## src/rtl/wide_uart_pkg.sv

```systemverilog
// Shared types, constants and the round-robin pick helper for the wide_uart scheduler.
package wide_uart_pkg;

  typedef enum logic {
    ARB = 1'b0,
    FWD = 1'b1
  } sched_state_t;

  localparam int unsigned UART_WORD_W = 64;
  localparam int unsigned MAX_REQ     = 8;

  // First set bit of valid scanning upward from ptr, wrapping at n; returns ptr if none set.
  function automatic int unsigned rr_pick(input logic [MAX_REQ-1:0] valid,
                                          input int unsigned       ptr,
                                          input int unsigned       n);
    int unsigned idx;
    logic        found;
    rr_pick = ptr;
    found   = 1'b0;
    idx     = ptr;
    for (int unsigned k = 0; k < MAX_REQ; k++) begin
      if (!found && (k < n) && valid[idx[2:0]]) begin
        rr_pick = idx;
        found   = 1'b1;
      end
      idx = (idx == n - 1) ? 0 : idx + 1;
    end
  endfunction

endpackage

```

## src/rtl/id_fifo.sv

```systemverilog
// In-order FIFO of requester IDs; dout shows the head combinationally.
module id_fifo #(
  parameter int unsigned WIDTH = 2,
  parameter int unsigned DEPTH = 4
) (
  input  logic                     clk,
  input  logic                     rst,
  input  logic                     push,
  input  logic                     pop,
  input  logic [WIDTH-1:0]         din,
  output logic [WIDTH-1:0]         dout,
  output logic                     full,
  output logic                     empty,
  output logic [$clog2(DEPTH):0]   count
);

  localparam int unsigned PTR_W = $clog2(DEPTH);
  localparam int unsigned CNT_W = PTR_W + 1;

  logic [WIDTH-1:0] mem [DEPTH];
  logic [PTR_W-1:0] wr_ptr;
  logic [PTR_W-1:0] rd_ptr;
  logic [CNT_W-1:0] cnt;
  logic             do_push;
  logic             do_pop;

  assign empty   = (cnt == '0);
  assign full    = (cnt == CNT_W'(DEPTH));
  assign do_pop  = pop && !empty;
  assign do_push = push && (!full || do_pop);
  assign dout    = mem[rd_ptr];
  assign count   = cnt;

  // Storage array; contents need no reset since empty gates their use.
  always_ff @(posedge clk) begin
    if (do_push) begin
      mem[wr_ptr] <= din;
    end
  end

  // Pointers wrap naturally because DEPTH is a power of two.
  always_ff @(posedge clk) begin
    if (rst) begin
      wr_ptr <= '0;
      rd_ptr <= '0;
      cnt    <= '0;
    end else begin
      if (do_push) wr_ptr <= wr_ptr + PTR_W'(1);
      if (do_pop)  rd_ptr <= rd_ptr + PTR_W'(1);
      case ({do_push, do_pop})
        2'b10:   cnt <= cnt + CNT_W'(1);
        2'b01:   cnt <= cnt - CNT_W'(1);
        default: cnt <= cnt;
      endcase
    end
  end

endmodule

```

## src/rtl/wide_uart_rr_sched.sv

```systemverilog
// Round-robin sharing of one wide_uart 64-bit channel; responses routed back in request order.
module wide_uart_rr_sched
  import wide_uart_pkg::*;
#(
  parameter int unsigned N_REQ   = 4,
  parameter int unsigned MAX_OUT = 4,
  parameter int unsigned ID_W    = $clog2(N_REQ)
) (
  input  logic                           clk,
  input  logic                           rst,
  input  logic [UART_WORD_W*N_REQ-1:0]   req_tdata,
  input  logic [N_REQ-1:0]               req_tvalid,
  output logic [N_REQ-1:0]               req_tready,
  output logic [UART_WORD_W-1:0]         rsp_tdata,
  output logic [N_REQ-1:0]               rsp_tvalid,
  input  logic [N_REQ-1:0]               rsp_tready,
  output logic [UART_WORD_W-1:0]         u_s_tdata,
  output logic                           u_s_tvalid,
  input  logic                           u_s_tready,
  input  logic [UART_WORD_W-1:0]         u_m_tdata,
  input  logic                           u_m_tvalid,
  output logic                           u_m_tready,
  output logic [$clog2(MAX_OUT):0]       outstanding,
  output logic                           err_orphan
);

  sched_state_t    state;
  logic [ID_W-1:0] grant;
  logic [ID_W-1:0] rr_ptr;
  logic [ID_W-1:0] fifo_head;
  logic            fifo_full;
  logic            fifo_empty;
  logic            push;
  logic            pop;
  int unsigned     pick;

  assign pick = rr_pick(MAX_REQ'(req_tvalid), 32'(rr_ptr), N_REQ);
  assign push = (state == FWD) && req_tvalid[grant] && u_s_tready;
  assign pop  = !fifo_empty && u_m_tvalid && rsp_tready[fifo_head];

  id_fifo #(
    .WIDTH (ID_W),
    .DEPTH (MAX_OUT)
  ) u_id_fifo (
    .clk   (clk),
    .rst   (rst),
    .push  (push),
    .pop   (pop),
    .din   (grant),
    .dout  (fifo_head),
    .full  (fifo_full),
    .empty (fifo_empty),
    .count (outstanding)
  );

  // Forward FSM: ARB registers a grant only while the ID FIFO has room, FWD waits for the word.
  always_ff @(posedge clk) begin
    if (rst) begin
      state  <= ARB;
      grant  <= '0;
      rr_ptr <= '0;
    end else begin
      case (state)
        ARB: begin
          if (!fifo_full && (|req_tvalid)) begin
            grant <= ID_W'(pick);
            state <= FWD;
          end
        end
        FWD: begin
          if (!req_tvalid[grant]) begin
            state <= ARB;
          end else if (u_s_tready) begin
            rr_ptr <= (grant == ID_W'(N_REQ - 1)) ? '0 : grant + ID_W'(1);
            state  <= ARB;
          end
        end
        default: state <= ARB;
      endcase
    end
  end

  // Granted requester drives the UART input stream directly while in FWD.
  always_comb begin
    u_s_tvalid = 1'b0;
    u_s_tdata  = '0;
    req_tready = '0;
    if (state == FWD) begin
      u_s_tvalid        = req_tvalid[grant];
      u_s_tdata         = req_tdata[UART_WORD_W*32'(grant) +: UART_WORD_W];
      req_tready[grant] = u_s_tready;
    end
  end

  // Responses go to the FIFO head; with nothing outstanding, words are swallowed.
  always_comb begin
    rsp_tvalid = '0;
    rsp_tdata  = '0;
    u_m_tready = 1'b1;
    if (!fifo_empty) begin
      rsp_tvalid[fifo_head] = u_m_tvalid;
      rsp_tdata             = u_m_tdata;
      u_m_tready            = rsp_tready[fifo_head];
    end
  end

  // Sticky flag for a response arriving with no request outstanding.
  always_ff @(posedge clk) begin
    if (rst) begin
      err_orphan <= 1'b0;
    end else if (fifo_empty && u_m_tvalid) begin
      err_orphan <= 1'b1;
    end
  end

endmodule

```

## config.mk

```make
export PLATFORM = sky130hd
export DESIGN_NAME = wide_uart_rr_sched
export DESIGN_NICKNAME = d
export VERILOG_FILES = /design/src/rtl/wide_uart_pkg.sv /design/src/rtl/id_fifo.sv /design/src/rtl/wide_uart_rr_sched.sv
export SDC_FILE = /design/constraint.sdc
export NUM_CORES = 1
export LEC_CHECK = 0
export CAP_MARGIN = 40
export CORE_AREA = 8 8 177 179
export CTS_CLUSTER_SIZE = 8
export DETAILED_ROUTE_END_ITERATION = 10
export DIE_AREA = 0 0 185 187
export MAX_ROUTING_LAYER = met4
export PLACE_DENSITY = 0.52
export SYNTH_ARGS = -nofsm -noshare
export SYNTH_HDL_FRONTEND = slang
export SYNTH_HIERARCHICAL = 1
export SYNTH_SLANG_ARGS = --single-unit
```

## constraint.sdc

```tcl
create_clock -name clk -period 2.9 [get_ports clk]
set_input_delay 0.58 -clock clk [delete_from_list [all_inputs] [get_ports clk]]
set_output_delay 0.58 -clock clk [all_outputs]
set_load 0.05 [all_outputs]
```

==> reports/summary.txt, run 1 <==
Status = finished, violations left
Failing checks = negative setup slack
Peak VDD IR = 0.1674 mV
Avg Inst Size Synth = 10.53 um^2
Die X = 185 um
P_sw = 975.6 uW
Final antenna-violating net count = 0
Vias = 4927
Via count of the first global-routing pass = 5381
Power per Cell Area = 263.0 mW/mm^2
Tmin final = 2.909 ns
Nature of the critical path endpoint = register
Crit share post-route = 100.3%
Fin nets = 1178
Top FF cell, synth = dfxtp_1
Initial antenna violation count = 1
WL per Instance = 21.32 um
Die area = 0.03460 mm^2
GRT Total Usage = 14.51%
Drt drc = 0
Max Slew Vio Count = 0
Post-route setup slack = -0.008725 ns
Number of H-tree levels = 1
Cts bufs inserted = 3
Worst-Margin Slew = 0.5342 ns
Cell family with most CP delay = multiplexers
Register area share after synthesis = 13.95%
Std cell rows = 62
First-pass GRT wire length = 36300 um
Chip Height = 187 um
Setup Skew = 0.001937 ns
Post-synth net total = 711
Worst EP arrival = 3.10 ns
Initial core utilization = 13.65%
Slowest cell on crit path = mux4_2
RSZ-0062 raised after global routing = true
Skew-Pair Late Insertion Delay = 0.25 ns
Synth Register Bits = 23
Bufs on Longest Clock Path = 2
PnR Total Power = 2382 uW
FILL cells = 2958
Synthesized area = 0.003875 mm^2
Slew HR = 64.27%
GPL Wtd Cong = 0.8507
P_int = 1406 uW
Most frequent cells in the layout = clkdlybuf4s50_1, buf_4, mux4_2, and2_1, nor2b_1
CTS sink count = 23
Final Hold Viols = 0
Clock Tree Root = clkbuf_16
Comb pwr share = 72.5%
Crit-path cells = mux4_2, mux4_2, and2_4, inv_4, a21boi_4, inv_2, ha_4, inv_2, fa_2, xor2_2, or3_4, a21oi_2
Synth-to-Final Area Change = 133.7%
CP Class = reg2reg
Maximum fanout along the worst path = 2
Clk network pwr share = 12.5%
Crit path buffers/inverters = 3
FMAX = 343.8 MHz
Pre-CTS WS = -0.2744 ns
Setup violations, final = 1
Clk slew on worst S/H paths = 0.06 ns
Syn Inst Count = 368
Global route overflow = 0
DP HPWL = 23070 um
Initial DRC Count = 157
Largest net degree at the start of global routing = 73
Reg power frac = 15.0%
CTS Hold Bufs = 0
Count of unique library cells instantiated by Yosys = 47
HP Class = reg2reg
Max stage delay on crit path = 0.49 ns
Leak = 0.003396 uW
Yosys warns = 6
Worst Setup Start Kind = register
Via/cell ratio = 4.039
TritonRoute pass-1 iters = 6
Asr flop ratio synth = 0%
Worst endpoint required time = 3.09 ns
EDFF count, synth = 8
Total Routed Length = 26010 um
Core area = 0.02839 mm^2
Layout cells sized above 1 = 31.18%
TritonCTS clock tree = yes
Switching share of power = 40.96%
Most common cell after layout, fill and taps aside = clkdlybuf4s50_1
Hold Slack = 0.4824 ns
Port buffer count = 473
Io pins = 474
Max Cap Viol = 0
## timing repair
item / CTS / global route
setup endpoints to repair: 1 / 2
endpoints found under the hold margin: 0 / 0
buffers inserted: 0 / 0
pin swaps: 3 / 4
resized for setup: 3 / 5
## cell families (layout without fill, tap and decap cells)
kind of cell    Yosys count  after routing  synth area share [%]
simple gates            186            186                 29.19
mux                      74             74                 41.56
buf+inv                  46            512                 6.296
compound gates           25             25                 4.585
flops                    23             23                 13.95
fa+ha+maj                11             11                 3.746
xor+xnor                  3              3                0.6782
other cells               0              2                     0
## cells in the mapped netlist, types with 2 or more instances
| master | count | area [um^2] |
|---|---|---|
| xor2_1 | 3 | 26.28 |
| nor3_1 | 2 | 10.01 |
| ha_1 | 10 | 125.1 |
| clkbuf_8 | 2 | 27.53 |
| a31oi_1 | 4 | 25.02 |
| nor2_1 | 13 | 48.80 |
| nand3_1 | 3 | 15.01 |
| buf_2 | 5 | 25.02 |
| buf_1 | 2 | 7.510 |
| buf_6 | 6 | 67.56 |
| mux4_2 | 69 | 1554 |
| nand2b_1 | 3 | 18.77 |
| inv_1 | 13 | 48.80 |
| mux2i_1 | 3 | 30.03 |
| nor2b_1 | 65 | 406.6 |
| nand2_1 | 10 | 37.54 |
| and2_1 | 66 | 412.9 |
| dfxtp_1 | 15 | 300.3 |
| a21oi_1 | 9 | 45.04 |
| and2_2 | 4 | 30.03 |
| clkbuf_1 | 18 | 67.56 |
| edfxtp_1 | 8 | 240.2 |
| or3_1 | 3 | 18.77 |
| o21ai_0 | 4 | 20.02 |
| nor4_1 | 2 | 12.51 |
| and3_1 | 5 | 31.28 |
## per-layer routing
| metal | share of wire [%] | vias to the layer above | wire (um) | track usage, % |
|---|---|---|---|---|
| li1 | - | 2289 | - | - |
| met1 | 36 | 2318 | 9488 | 15.63 |
| met2 | 52 | 314 | 13580 | 26.63 |
| met3 | 11 | 6 | 2785 | 4.254 |
| met4 | 0.58 | 0 | 150 | 1.509 |
| met5 | 0 | - | 0 | - |
## sequential cells by signal, indices dropped and copies added (netlist names), named ones only
signal and flops:
u_id_fifo/count 3, grant 2, err_orphan 1, u_id_fifo/mem 8, u_id_fifo/wr_ptr 2, u_id_fifo/rd_ptr 2, state 1, rr_ptr 2
## path summary, 6_finish.rpt
| path | from | end | slack [ns] | cells after the start |
|---|---|---|---|---|
| setup / recovery | u_id_fifo/mem[1][0]$_DFFE_PP_ | u_id_fifo/count[2]$_SDFFE_PP0P_ | -0.009 | 12 |
| hold / removal | err_orphan$_SDFFE_PP0P_ | err_orphan$_SDFFE_PP0P_ | 0.48 | 2 |
| setup reg to reg | u_id_fifo/mem[1][0]$_DFFE_PP_ | u_id_fifo/count[2]$_SDFFE_PP0P_ | -0.009 | 12 |
| hold reg to reg | err_orphan$_SDFFE_PP0P_ | err_orphan$_SDFFE_PP0P_ | 0.48 | 2 |
## worst min-delay path: cells and delay by family (launching register included)
| kind | cells | cell delay [ns] |
|---|---|---|
| AO/OA/AOI/OAI | 1 | 0.05 |
| AND/OR/NAND/NOR | 1 | 0.07 |
| flip-flops | 1 | 0.34 |
## per-stage QoR
step | setup TNS, ns | utilization [%] | area [um^2] | instances
4_1_cts | -0.03088 | 31.80 | 9027 | 1218
6_report | -0.008725 | 31.90 | 9056 | 1220
5_1_grt | -0.1528 | 31.89 | 9054 | 1219
3_5_place_dp | -0.3421 | 31.46 | 8934 | 1214
3_3_place_gp | -0.3045 | 31.46 | 8934 | 1214
2_1_floorplan | -0.01076 | - | 3900 | 368
## power groups by stage
stage / Clock [uW] / Sequential (uW) / Combinational, uW
6_report: 297 / 358 / 1730
5_1_grt: 324 / 360 / 1820
4_1_cts: 306 / 358 / 1760
3_5_place_dp: 0 / 365 / 1750
3_3_place_gp: 0 / 365 / 1750
2_1_floorplan: 0 / 371 / 931
## area by class of cell
class                      count  area [um^2]  share of cell area (%)
timing repair buffer         495         4737                   52.31
multi-input combinational    299         3154                   34.83
inverter                      13        51.30                  0.5665
antenna                        2        5.005                 0.05526
sequential                    23        548.0                   6.051
clock buffer                   3        75.07                  0.8290
clock inverter                 1        5.005                 0.05526
tap                          384        480.5                   5.305
No activity file was read; power rests on OpenSTA's default activity.
==> run 2: changes to the inputs <==
CORE_AREA = 8 8 178 180   (was 8 8 177 179)
DIE_AREA = 0 0 186 188   (was 0 0 185 187)
DONT_BUFFER_PORTS = 1   (was default)
PLACE_DENSITY = 0.3   (was 0.52)
==> run 2 against run 1 <==
- the run now ends clean
- sequential share of layout area up 5.0 points
- sequential cell count unchanged
- sequential power about the same
- first-iteration DRC count up 18%
- clock power up 4%
- die area up 1.1%
- final area down 45%
- power down 25%
- combinational power down 36%
- register-to-register slack better by 0.05 ns
- maximum frequency up 0.80%
- highest routed layer unchanged
==> reports/summary.txt, run 2 (synthesis results as in run 1) <==
Maximum fanout along the worst path = 2 (unchanged)
Pre-CTS WS = -0.05863 ns (was -0.2744 ns)
CTS sink count = 23 (unchanged)
Nature of the critical path endpoint = output pin (was register)
CTS Hold Bufs = 0 (unchanged)
Via/cell ratio = 4.204 (was 4.039)
Initial DRC Count = 185 (was 157)
Synth-to-Final Area Change = 29.13% (was 133.7%)
Std cell rows = 63 (was 62)
DP HPWL = 21090 um (was 23070 um)
P_sw = 886.2 uW (was 975.6 uW)
TritonCTS clock tree = yes (unchanged)
Crit-path cells = mux4_2, mux4_2, buf_4, buf_4, buf_4, or2_4 (was mux4_2, mux4_2, and2_4, inv_4, a21boi_4, inv_2, ha_4, inv_2, fa_2, xor2_2, or3_4, a21oi_2)
Port buffer count = 0 (was 473)
Clk network pwr share = 17.4% (was 12.5%)
TritonRoute pass-1 iters = 4 (was 6)
FMAX = 346.5 MHz (was 343.8 MHz)
Drt drc = 0 (unchanged)
Met2 Use GR = 25.09% (was 26.63%)
Io pins = 474 (unchanged)
Crit share post-route = 99.51% (was 100.3%)
Via count of the first global-routing pass = 3712 (was 5381)
Final antenna-violating net count = 0 (unchanged)
Cell family with most CP delay = multiplexers (unchanged)
Max Cap Viol = 0 (unchanged)
Setup Skew = 0.003781 ns (was 0.001937 ns)
Grt met3 use = 3.948% (was 4.254%)
Largest net degree at the start of global routing = 74 (was 73)
Initial antenna violation count = 19 (was 1)
Worst Setup Start Kind = register (unchanged)
WL per Instance = 28.38 um (was 21.32 um)
Post-route setup slack = 0.01435 ns (was -0.008725 ns)
Final Hold Viols = 0 (unchanged)
Status = complete, no violations (was finished, violations left)
Reg power frac = 20.2% (was 15.0%)
Slowest cell on crit path = mux4_2 (unchanged)
Fin nets = 767 (was 1178)
GPL Wtd Cong = 0.8936 (was 0.8507)
Bufs on Longest Clock Path = 2 (unchanged)
Non-filler cells, final = 828 (was 1220)
Global route overflow = 0 (unchanged)
Tmin final = 2.886 ns (was 2.909 ns)
Number of H-tree levels = 1 (unchanged)
Peak VDD IR = 0.2325 mV (was 0.1674 mV)
Largest Register = u_id_fifo/mem (unchanged)
Total Routed Length = 23500 um (was 26010 um)
Power per Cell Area = 355.7 mW/mm^2 (was 263.0 mW/mm^2)
Crit path buffers/inverters = 3 (unchanged)
Clock Tree Root = clkbuf_16 (unchanged)
Leak = 0.001663 uW (was 0.003396 uW)
Chip Height = 188 um (was 187 um)
Switching share of power = 49.79% (was 40.96%)
Skew-Pair Late Insertion Delay = 0.26 ns (was 0.25 ns)
Core area = 0.02901 mm^2 (was 0.02839 mm^2)
Worst-Margin Slew = 0.7048 ns (was 0.5342 ns)
P_int = 893.7 uW (was 1406 uW)
Clk slew on worst S/H paths = 0.07 ns (was 0.06 ns)
Worst EP arrival = 2.31 ns (was 3.10 ns)
GRT Total Usage = 12.49% (was 14.51%)
Setup violations, final = 0 (was 1)
Most common cell after layout, fill and taps aside = buf_4 (was clkdlybuf4s50_1)
Initial core utilization = 13.36% (was 13.65%)
Die area = 0.03497 mm^2 (was 0.03460 mm^2)
Max Slew Vio Count = 0 (unchanged)
PnR Total Power = 1780 uW (was 2382 uW)
Die X = 186 um (was 185 um)
Hold_sp = rst (was err_orphan$_SDFFE_PP0P_)
Max stage delay on crit path = 0.54 ns (was 0.49 ns)
Max reg flops = 8 (unchanged)
CP Class = reg2out (was reg2reg)
Worst endpoint required time = 2.32 ns (was 3.09 ns)
Busiest grt layer = met2 (unchanged)
Slew HR = 53.34% (was 64.27%)
Layout cells sized above 1 = 43.74% (was 31.18%)
Comb pwr share = 62.4% (was 72.5%)
First-pass GRT wire length = 30320 um (was 36300 um)
Vias = 3481 (was 4927)
RSZ-0062 raised after global routing = true (unchanged)
Total placed cells including tap cells = 806 (was 1214)
Cts bufs inserted = 3 (unchanged)
HP Class = in2reg (was reg2reg)
Top cell by count, worst path = buf_4
Most frequent cells in the layout = buf_4, mux4_2, and2_1, nor2b_1, nor2_1 (was clkdlybuf4s50_1, buf_4, mux4_2, and2_1, nor2b_1)
GR Util met1 = 10.66% (was 15.63%)
[run 2: through the flow]
stage          area [um^2]  util, %  hold slack [ns]   TNS (ns)
2_1_floorplan         3900        -           0.4591   -0.01076
3_3_place_gp          4840    16.68           0.4792          0
3_5_place_dp          4840    16.68           0.4786   -0.05863
4_1_cts               4949    17.06           0.3761  -0.009647
5_1_grt               4991    17.21           0.3709    -0.1536
6_report              5004    17.25           0.3782          0
[run 2: timing repair]
action	in CTS	in global routing
buffers inserted	2	1
pin swaps	4	2
gates resized for setup	4	2
setup endpoints to repair	1	1
[run 2: path summary, 6_finish.rpt]
kind / depth (start not counted) / to / slack, ns
worst min-delay path: 1 / u_id_fifo/count[2]$_SDFFE_PP0P_ / 0.38
worst min register to register: 2 / u_id_fifo/rd_ptr[1]$_SDFFE_PP0P_ / 0.49
worst max-delay path: 6 / u_m_tready / 0.01
worst max register to register: 12 / u_id_fifo/count[2]$_SDFFE_PP0P_ / 0.04
[run 2: power groups by stage]
stage	Clock, uW	Combinational [uW]	Sequential [uW]
after global placement	0	1110	368
final	309	1110	360
after CTS	317	1130	361
after detailed placement	0	1120	368
after floorplan	0	931	371
after global routing	328	1160	363
[run 2: layout make-up]
| class | instances | area, um^2 |
|---|---|---|
| fillers | 3298 | 24000 |
| well taps | 390 | 488.0 |
| repair buffers | 84 | 655.6 |
| clock inverters | 1 | 5.005 |
| clock buffers | 3 | 75.07 |
| inverters | 13 | 51.30 |
| multi-input cells | 299 | 3141 |
| diodes | 15 | 37.54 |
| flip-flops and latches | 23 | 550.5 |
[run 2: routing by layer]
layer / routed length [um] / part of all wire (%)
met3: 2628 / 11
met2: 13560 / 58
met1: 7007 / 30
met5: 0 / 0
met4: 303 / 1.3
